--- config.mk ---
export PLATFORM = sky130hd
export DESIGN_NAME = no_1s_gen
export DESIGN_NICKNAME = d
export VERILOG_FILES = /design/src/rtl/no_1s_gen.sv
export SDC_FILE = /design/constraint.sdc
export NUM_CORES = 1
export LEC_CHECK = 0
export BUFFER_PORTS_ARGS = -buffer_cell sky130_fd_sc_hd__buf_4
export CORE_ASPECT_RATIO = 1.5
export CORE_MARGIN = 8
export CORE_UTILIZATION = 42
export DETAILED_ROUTE_END_ITERATION = 10
export GPL_ROUTABILITY_DRIVEN = 1
export PLACE_DENSITY = 0.68
export SYNTH_ARGS = -nofsm -noshare
export SYNTH_HDL_FRONTEND = slang
export SYNTH_SLANG_ARGS = --single-unit
--- constraint.sdc ---
create_clock -name clk -period 7 [get_ports clk]
set_input_delay 0.35 -clock clk [delete_from_list [all_inputs] [get_ports clk]]
set_output_delay 0.35 -clock clk [all_outputs]
set_load 0.03 [all_outputs]
--- src/rtl/no_1s_gen.sv ---
// Pattern generator: builds a WIDTH-bit word holding exactly i_count ones, placed on the
// lowest set bits of i_mask. It scans one bit position per clock and emits serial and parallel output.
module no_1s_gen #(
  parameter int unsigned WIDTH = 16,
  parameter int unsigned CW    = 5
) (
  input  logic             clk,
  input  logic             reset,
  input  logic             start,
  input  logic [CW-1:0]    i_count,
  input  logic [WIDTH-1:0] i_mask,
  output logic [WIDTH-1:0] o_a,
  output logic             o_bit,
  output logic             o_bit_valid,
  output logic [CW-1:0]    o_placed,
  output logic             busy,
  output logic             finish,
  output logic             error
);

  localparam int unsigned IW = (WIDTH > 1) ? $clog2(WIDTH) : 1;

  typedef enum logic [0:0] {StIdle, StScan} state_e;

  state_e           state_q, state_d;
  logic [IW-1:0]    idx_q, idx_d;
  logic [CW-1:0]    count_q, count_d;
  logic [WIDTH-1:0] mask_q, mask_d;
  logic [WIDTH-1:0] a_q, a_d;
  logic             bit_q, bit_d;
  logic             bit_valid_q, bit_valid_d;
  logic [CW-1:0]    placed_q, placed_d;
  logic             busy_q, busy_d;
  logic             finish_q, finish_d;
  logic             error_q, error_d;
  logic             scan_bit;

  always_comb begin
    state_d     = state_q;
    idx_d       = idx_q;
    count_d     = count_q;
    mask_d      = mask_q;
    a_d         = a_q;
    bit_d       = 1'b0;
    bit_valid_d = 1'b0;
    placed_d    = placed_q;
    busy_d      = busy_q;
    finish_d    = 1'b0;
    error_d     = error_q;
    scan_bit    = 1'b0;

    unique case (state_q)
      StIdle: begin
        if (start) begin
          count_d  = i_count;
          mask_d   = i_mask;
          a_d      = '0;
          placed_d = '0;
          idx_d    = '0;
          if (i_count > CW'(WIDTH)) begin
            // Impossible request: report immediately without scanning.
            error_d  = 1'b1;
            finish_d = 1'b1;
            busy_d   = 1'b0;
          end else begin
            error_d = 1'b0;
            busy_d  = 1'b1;
            state_d = StScan;
          end
        end
      end
      StScan: begin
        scan_bit       = mask_q[idx_q] & (placed_q < count_q);
        a_d[idx_q]     = scan_bit;
        bit_d          = scan_bit;
        bit_valid_d    = 1'b1;
        placed_d       = placed_q + CW'(scan_bit);
        idx_d          = idx_q + 1'b1;
        if (idx_q == IW'(WIDTH - 1)) begin
          finish_d = 1'b1;
          busy_d   = 1'b0;
          state_d  = StIdle;
          // Mask ran out of set bits before the target was reached.
          error_d  = (placed_d < count_q);
        end
      end
      default: state_d = StIdle;
    endcase
  end

  always_ff @(posedge clk or negedge reset) begin
    if (!reset) begin
      state_q     <= StIdle;
      idx_q       <= '0;
      count_q     <= '0;
      mask_q      <= '0;
      a_q         <= '0;
      bit_q       <= 1'b0;
      bit_valid_q <= 1'b0;
      placed_q    <= '0;
      busy_q      <= 1'b0;
      finish_q    <= 1'b0;
      error_q     <= 1'b0;
    end else begin
      state_q     <= state_d;
      idx_q       <= idx_d;
      count_q     <= count_d;
      mask_q      <= mask_d;
      a_q         <= a_d;
      bit_q       <= bit_d;
      bit_valid_q <= bit_valid_d;
      placed_q    <= placed_d;
      busy_q      <= busy_d;
      finish_q    <= finish_d;
      error_q     <= error_d;
    end
  end

  assign o_a         = a_q;
  assign o_bit       = bit_q;
  assign o_bit_valid = bit_valid_q;
  assign o_placed    = placed_q;
  assign busy        = busy_q;
  assign finish      = finish_q;
  assign error       = error_q;

endmodule

# After elaboration in Yosys (flattened, before gate mapping)
# Cells that the tools add are included.
[totals] elab_cells=53 ff_bits=52 in_bits=24
[op_classes] magnitude_cmp=5 n_eq_ne=3 n_mux=27 bitwise=2 n_addsub=2 n_reduce_logical=3
[ops] op="16-bit one-hot mux with 2 select lines" n=1
[ops] op="16-bit bitwise mux" n=1
[ops] op="16-bit two-way mux" n=1
[ops] op="1-bit two-way mux" n=14
[ops] op="5-bit < comparator" n=2
[ops] op="5-bit one-hot mux with 2 select lines" n=1
[ops] op="1-bit one-hot mux with 2 select lines" n=4
[ops] op="4-bit one-hot mux with 2 select lines" n=1
[ops] op="5-bit by 1-bit adder with 5-bit output" n=1
[ops] op="5-bit > comparator (second input constant)" n=1
[ops] op="4-bit by 5-bit < comparator with 1-bit output (second input constant)" n=1
[ops] op="5-bit two-way mux" n=1
[ops] op="4-bit by 1-bit adder with 4-bit output (second input constant)" n=1
[ops] op="1-bit binary-select mux with 4-bit select" n=1
[ops] op="1-bit demux with 4-bit select" n=1
[ops] op="4-bit == test (second input constant)" n=1
[ops] op="4-bit by 1-bit >= comparator with 1-bit output (second input constant)" n=1
[ops] op="4-bit two-way mux" n=1
[ops] op="2-bit AND reduction" n=2
[ops] op="2-bit by 1-bit inequality test with 1-bit output (second input constant)" n=1
[ops] op="2-bit inequality test (second input constant)" n=1
[ops] op="1-bit AND" n=1
[ops] op="1-bit logical AND" n=1
[ops] op="1-bit inverter" n=1

# Longest topological paths before layout
[logic_depth] ltp_word=7 ltp_mapped=14 depth_no_buf=14

# Worst setup path before layout
# No wires, ideal clock.
[synth_path] path_type="register -> register" startpoint="register placed_q[2] (netlist: o_placed[2])" endpoint="register error_q (netlist: error)" stages_incl_launch_ff=12 setup_slack_ps=4023 path_buffers=0 synth_period_minus_slack_ps=2977 setup_time_ps=78 arrival_ps=2899 required_time_ps=6922 path_cell_list="dfrtp_1 > ha_1 > a21o_1 > a31oi_1 > o21ai_2 > a211oi_1 > ha_1 > ha_1 > ha_1 > a21o_1 > a211o_1 > a21oi_1"
[synth_via] elab_chain_len=6
[synth_lines] element="start: declaration" line_no="32" rtl="logic [CW-1:0] placed_q, placed_d;"
[synth_lines] element="start signal: assignment" line_no="112" rtl="placed_q <= placed_d;"
[synth_lines] element="5-bit < comparator" line_no="73" rtl="scan_bit = mask_q[idx_q] & (placed_q < count_q);"
[synth_lines] element="1-bit AND" line_no="73"
[synth_lines] element="5-bit by 1-bit adder with 5-bit output (*)" line_no="77" rtl="placed_d = placed_q + CW'(scan_bit);"
[synth_lines] element="5-bit < comparator (*)" line_no="84" rtl="error_d = (placed_d < count_q);"
[synth_lines] element="1-bit two-way mux (*)" line_no="79" rtl="if (idx_q == IW'(WIDTH - 1)) begin"
[synth_lines] element="1-bit one-hot mux with 2 select lines (*)" line_no="52" rtl="unique case (state_q)"
[synth_lines] element="end signal: assignment" line_no="115" rtl="error_q <= error_d;"
[synth_lines] element="end: declaration" line_no="35" rtl="logic error_q, error_d;"
# Every way passes the cells marked *; elsewhere a longest branch is shown, timed or not. The select of a mux whose other input is x is not followed.
# A chain may end at the register's enable or synchronous reset.

# Final worst setup path
[layout_path] startpoint="register idx_q[0]" endpoint="register error_q (netlist: error)"
[layout_via] elab_chain_len=7
[layout_lines] element="start: declaration" line_no="26" rtl="logic [IW-1:0] idx_q, idx_d;"
[layout_lines] element="start signal: assignment" line_no="106" rtl="idx_q <= idx_d;"
[layout_lines] element="1-bit binary-select mux with 4-bit select" line_no="73"
[layout_lines] element="1-bit two-way mux (implied by the code)" line_no="73"
[layout_lines] element="1-bit AND" line_no="73"
[layout_lines] element="5-bit by 1-bit adder with 5-bit output" line_no="77"
[layout_lines] element="5-bit < comparator" line_no="84"
[layout_lines] element="1-bit two-way mux" line_no="79"
[layout_lines] element="1-bit one-hot mux with 2 select lines" line_no="52"
# Several ways; a longest one is shown, not always the timed one. The select of a mux whose other input is x is not followed.

==> results_dict.tcl <==
set metrics [dict create \
    setup_ws_ns 3.83 \
    root_buffer "clkbuf_8" \
    first_pass_iters 4 \
    cpMaxStageDelayCell "dfrtp_1" \
    cts_hold_buf 0 \
    ys.flop_type "dfrtp_1" \
    timing.rr.end "error" \
    cts_sinks 52 \
    wl_mm 5.69 \
    r2r_start "idx_q[0]" \
    slew_headroom 0.236 \
    worstPathRequired_ns 7.23 \
    antenna_found_initial 0 \
    ios 50 \
    postSynthNetCount 294 \
    grt_usage 0.133 \
    die_area_sq_mm 0.00885 \
    synth-edff-count 0 \
    ff2ff_path_depth 10 \
    tritoncts "done" \
    cts.htree.levels 2 \
    status "finished, final reports clean" \
    cp-start-kind "register" \
    ys_ff_latch 52 \
    finalHoldViolCount 0 \
    tns_ns 0 \
    yosys.cell_types.count 37 \
    wl_met1_mm 2.41 \
    maxSlewViolCount 0 \
    dp_slack_ns 3.81 \
    ir_worst_vdd_mv 0.233 \
    synth_top_area_cell "dfrtp_1" \
    yosys_warnings 0 \
    worstPathCellList "mux4_2 -> o31a_1 -> o21ai_2 -> a211oi_1 -> ha_1 -> ha_1 -> ha_1 -> a21o_1 -> a211o_1 -> a21oi_1" \
    grt_overflow 0 \
    max-cap-violations 0 \
    ant_nets 0 \
    yosysTopAreaCellShare 0.512 \
    end_kind "register" \
    crit_top_cell "ha_1" \
    yosysSeqAreaShare 0.512 \
    crit_fanout 10 \
    synth.avg_cell_area_sq_um 9.93 \
    wl_met3_um 263 \
    nFillCells 548 \
    die_height_um 111 \
    numCtsBuffers 5 \
    rows 34 \
    drcViolationCount 0 \
    yosysMostFrequentCell "nand2_1" \
    grt_max_degree 53 \
    synthTopCellsByCount "nand2_1 (68), dfrtp_1 (52), nand3_1 (27)" \
    syn_inst 256 \
    synth_area_leaders "dfrtp_1 (51%), nand2_1 (10%), ha_1 (6.9%)" \
    diodes 0 \
    powerDensity_mw_per_mm2 496 \
    ctsResizeCount 0 \
    path_clk_slew_ns 0.10 \
    fmax_ghz 0.316 \
    leakage_nw 1.52 \
    rrSetupSlack_ns 3.83 \
    post-dp-hpwl_mm 4.14 \
    hold_path.class "in2async" \
    finalSetupViolCount 0 \
    initial_core_util 0.436 \
    netlist_area_sq_mm 0.00254 \
    postCtsSetupBuffers 0 \
    top_layer_used "met4" \
    worstMarginPinSlew_ns 1.14 \
    fin_nets 339 \
    grt_pass1_vias 2122 \
    coreArea_sq_mm 0.00583 \
    grt_pass1_wl_mm 9.78 \
    worstPathArrival_ns 3.40 \
    via_count 2004 \
    period_needed_ns 3.17 \
    worstPathBufferInverterCount 0 \
    io_buffers 49 \
    die_x_um 79.5 \
    timing.final.crit_share 0.453 \
    vias_per_cell 5.37 \
    post_drt_wl_per_cell_um 15.3 \
    rsz0062_at_grt "false" \
    async_reset_ff_frac 1.00 \
    syn_to_final_growth_pct 19.4 \
    dr_wl_met2_mm 2.94 \
    criticalPathCategory "reg2reg" \
    gp_congestion 0.825 \
    drt_iter0_drc 150 \
    finalClockSkew_ns 0.0120 \
    drive_gt1_frac 0.206 \
    clkLatencyLatePin_ns 0.30 \
    critical_path.max_stage_delay_ns 0.58 \
    clock_path_buffers 2 \
    critical-path-top-delay-family "compound AO/OA/AOI/OAI gates" \
]
## placed cells by master, fill, tap and decap left out
cell type	synthesis	layout
xor2_1	1	1
clkinvlp_4	0	1
nor3_1	1	1
mux4_1	3	3
nor4_1	1	1
mux2_2	1	1
nand3_1	27	27
a21o_1	2	2
and4_1	1	1
clkinv_2	0	1
mux4_2	1	1
nor2_1	4	4
nand4_1	8	8
dfrtp_1	52	52
nor2b_1	2	2
nand2b_1	2	2
o211a_1	1	1
a31oi_1	1	1
mux2i_1	5	5
a22o_1	5	5
a211oi_1	1	1
a211o_1	1	1
xnor2_1	3	3
o21ai_0	16	16
a21oi_1	3	3
o211ai_2	1	1
a2111oi_2	1	1
clkbuf_8	0	5
inv_1	8	8
o31a_1	1	1
buf_4	0	50
o311ai_0	2	2
o21ai_1	4	4
ha_1	14	14
nand2_1	68	68
o21ai_2	1	1
o41ai_1	1	1
o31ai_1	1	1
## routing by layer
layer  global-route usage  vias up
li1                     -      989
met1                0.154      958
met2                0.226       49
met3               0.0308        8
met4               0.0497        0
met5                    0        -
## stage by stage
step                      utilization  hold slack, ns  total power [mW]  cell area, sq um  instances
final                           0.521          0.0585              1.51              3040        373
after global placement          0.507           0.420              1.34              2960        366
after global routing            0.521           0.123              1.63              3040        373
after floorplan                     -          0.0544              1.12              2540        256
after detailed placement        0.507           0.425              1.36              2960        366
after CTS                       0.521          0.0948              1.52              3040        373
## cells by family after synthesis
| family | count (synthesis) | share of synthesized area |
|---|---|---|
| compound gates | 42 | 0.112 |
| simple gates | 114 | 0.197 |
| fa+ha+maj | 14 | 0.0689 |
| flops | 52 | 0.512 |
| buf+inv | 20 | 0.0325 |
| mux | 10 | 0.0640 |
| xor+xnor | 4 | 0.0138 |
## how the worst max path moves through the flow
| stage | from | endpoint | depth (start not counted) |
|---|---|---|---|
| finish | idx_q[0] | error | 10 |
| global route | idx_q[0] | error | 10 |
| floorplan | o_placed[2] | error | 11 |
| global placement | idx_q[0] | error | 10 |
| CTS | idx_q[0] | error | 10 |
| detailed placement | idx_q[0] | error | 10 |
## flip-flops by register name, summed over array words and instances (netlist names), 4 cells and up
| signal | count |
|---|---|
| count_q | 5 |
| idx_q | 4 |
| mask_q | 16 |
| o_a | 16 |
| o_placed | 5 |
## power by group
part           switching [mW]  internal [mW]
registers               0.130          0.433
clock network          0.0948         0.0679
logic                   0.454          0.327
## worst register-to-register path, cell delays in order (launching register included)
cell and delay, ns:
dfrtp_1 0.58, mux4_2 0.55, o31a_1 0.29, o21ai_2 0.19, a211oi_1 0.12, ha_1 0.23, ha_1 0.29, ha_1 0.27
a21o_1 0.16, a211o_1 0.30, a21oi_1 0.13
## cell type report
type / instances / area (sq um) / area share
Timing Repair Buffer: 50 / 375 / 0.124
Sequential cell: 52 / 1300 / 0.429
Inverter: 8 / 30.0 / 0.00989
Tap cell: 72 / 90.1 / 0.0297
Multi-Input combinational cell: 184 / 1160 / 0.382
Clock buffer: 5 / 68.8 / 0.0227
Clock inverter: 2 / 12.5 / 0.00412
(Power assumes the default switching activity.)
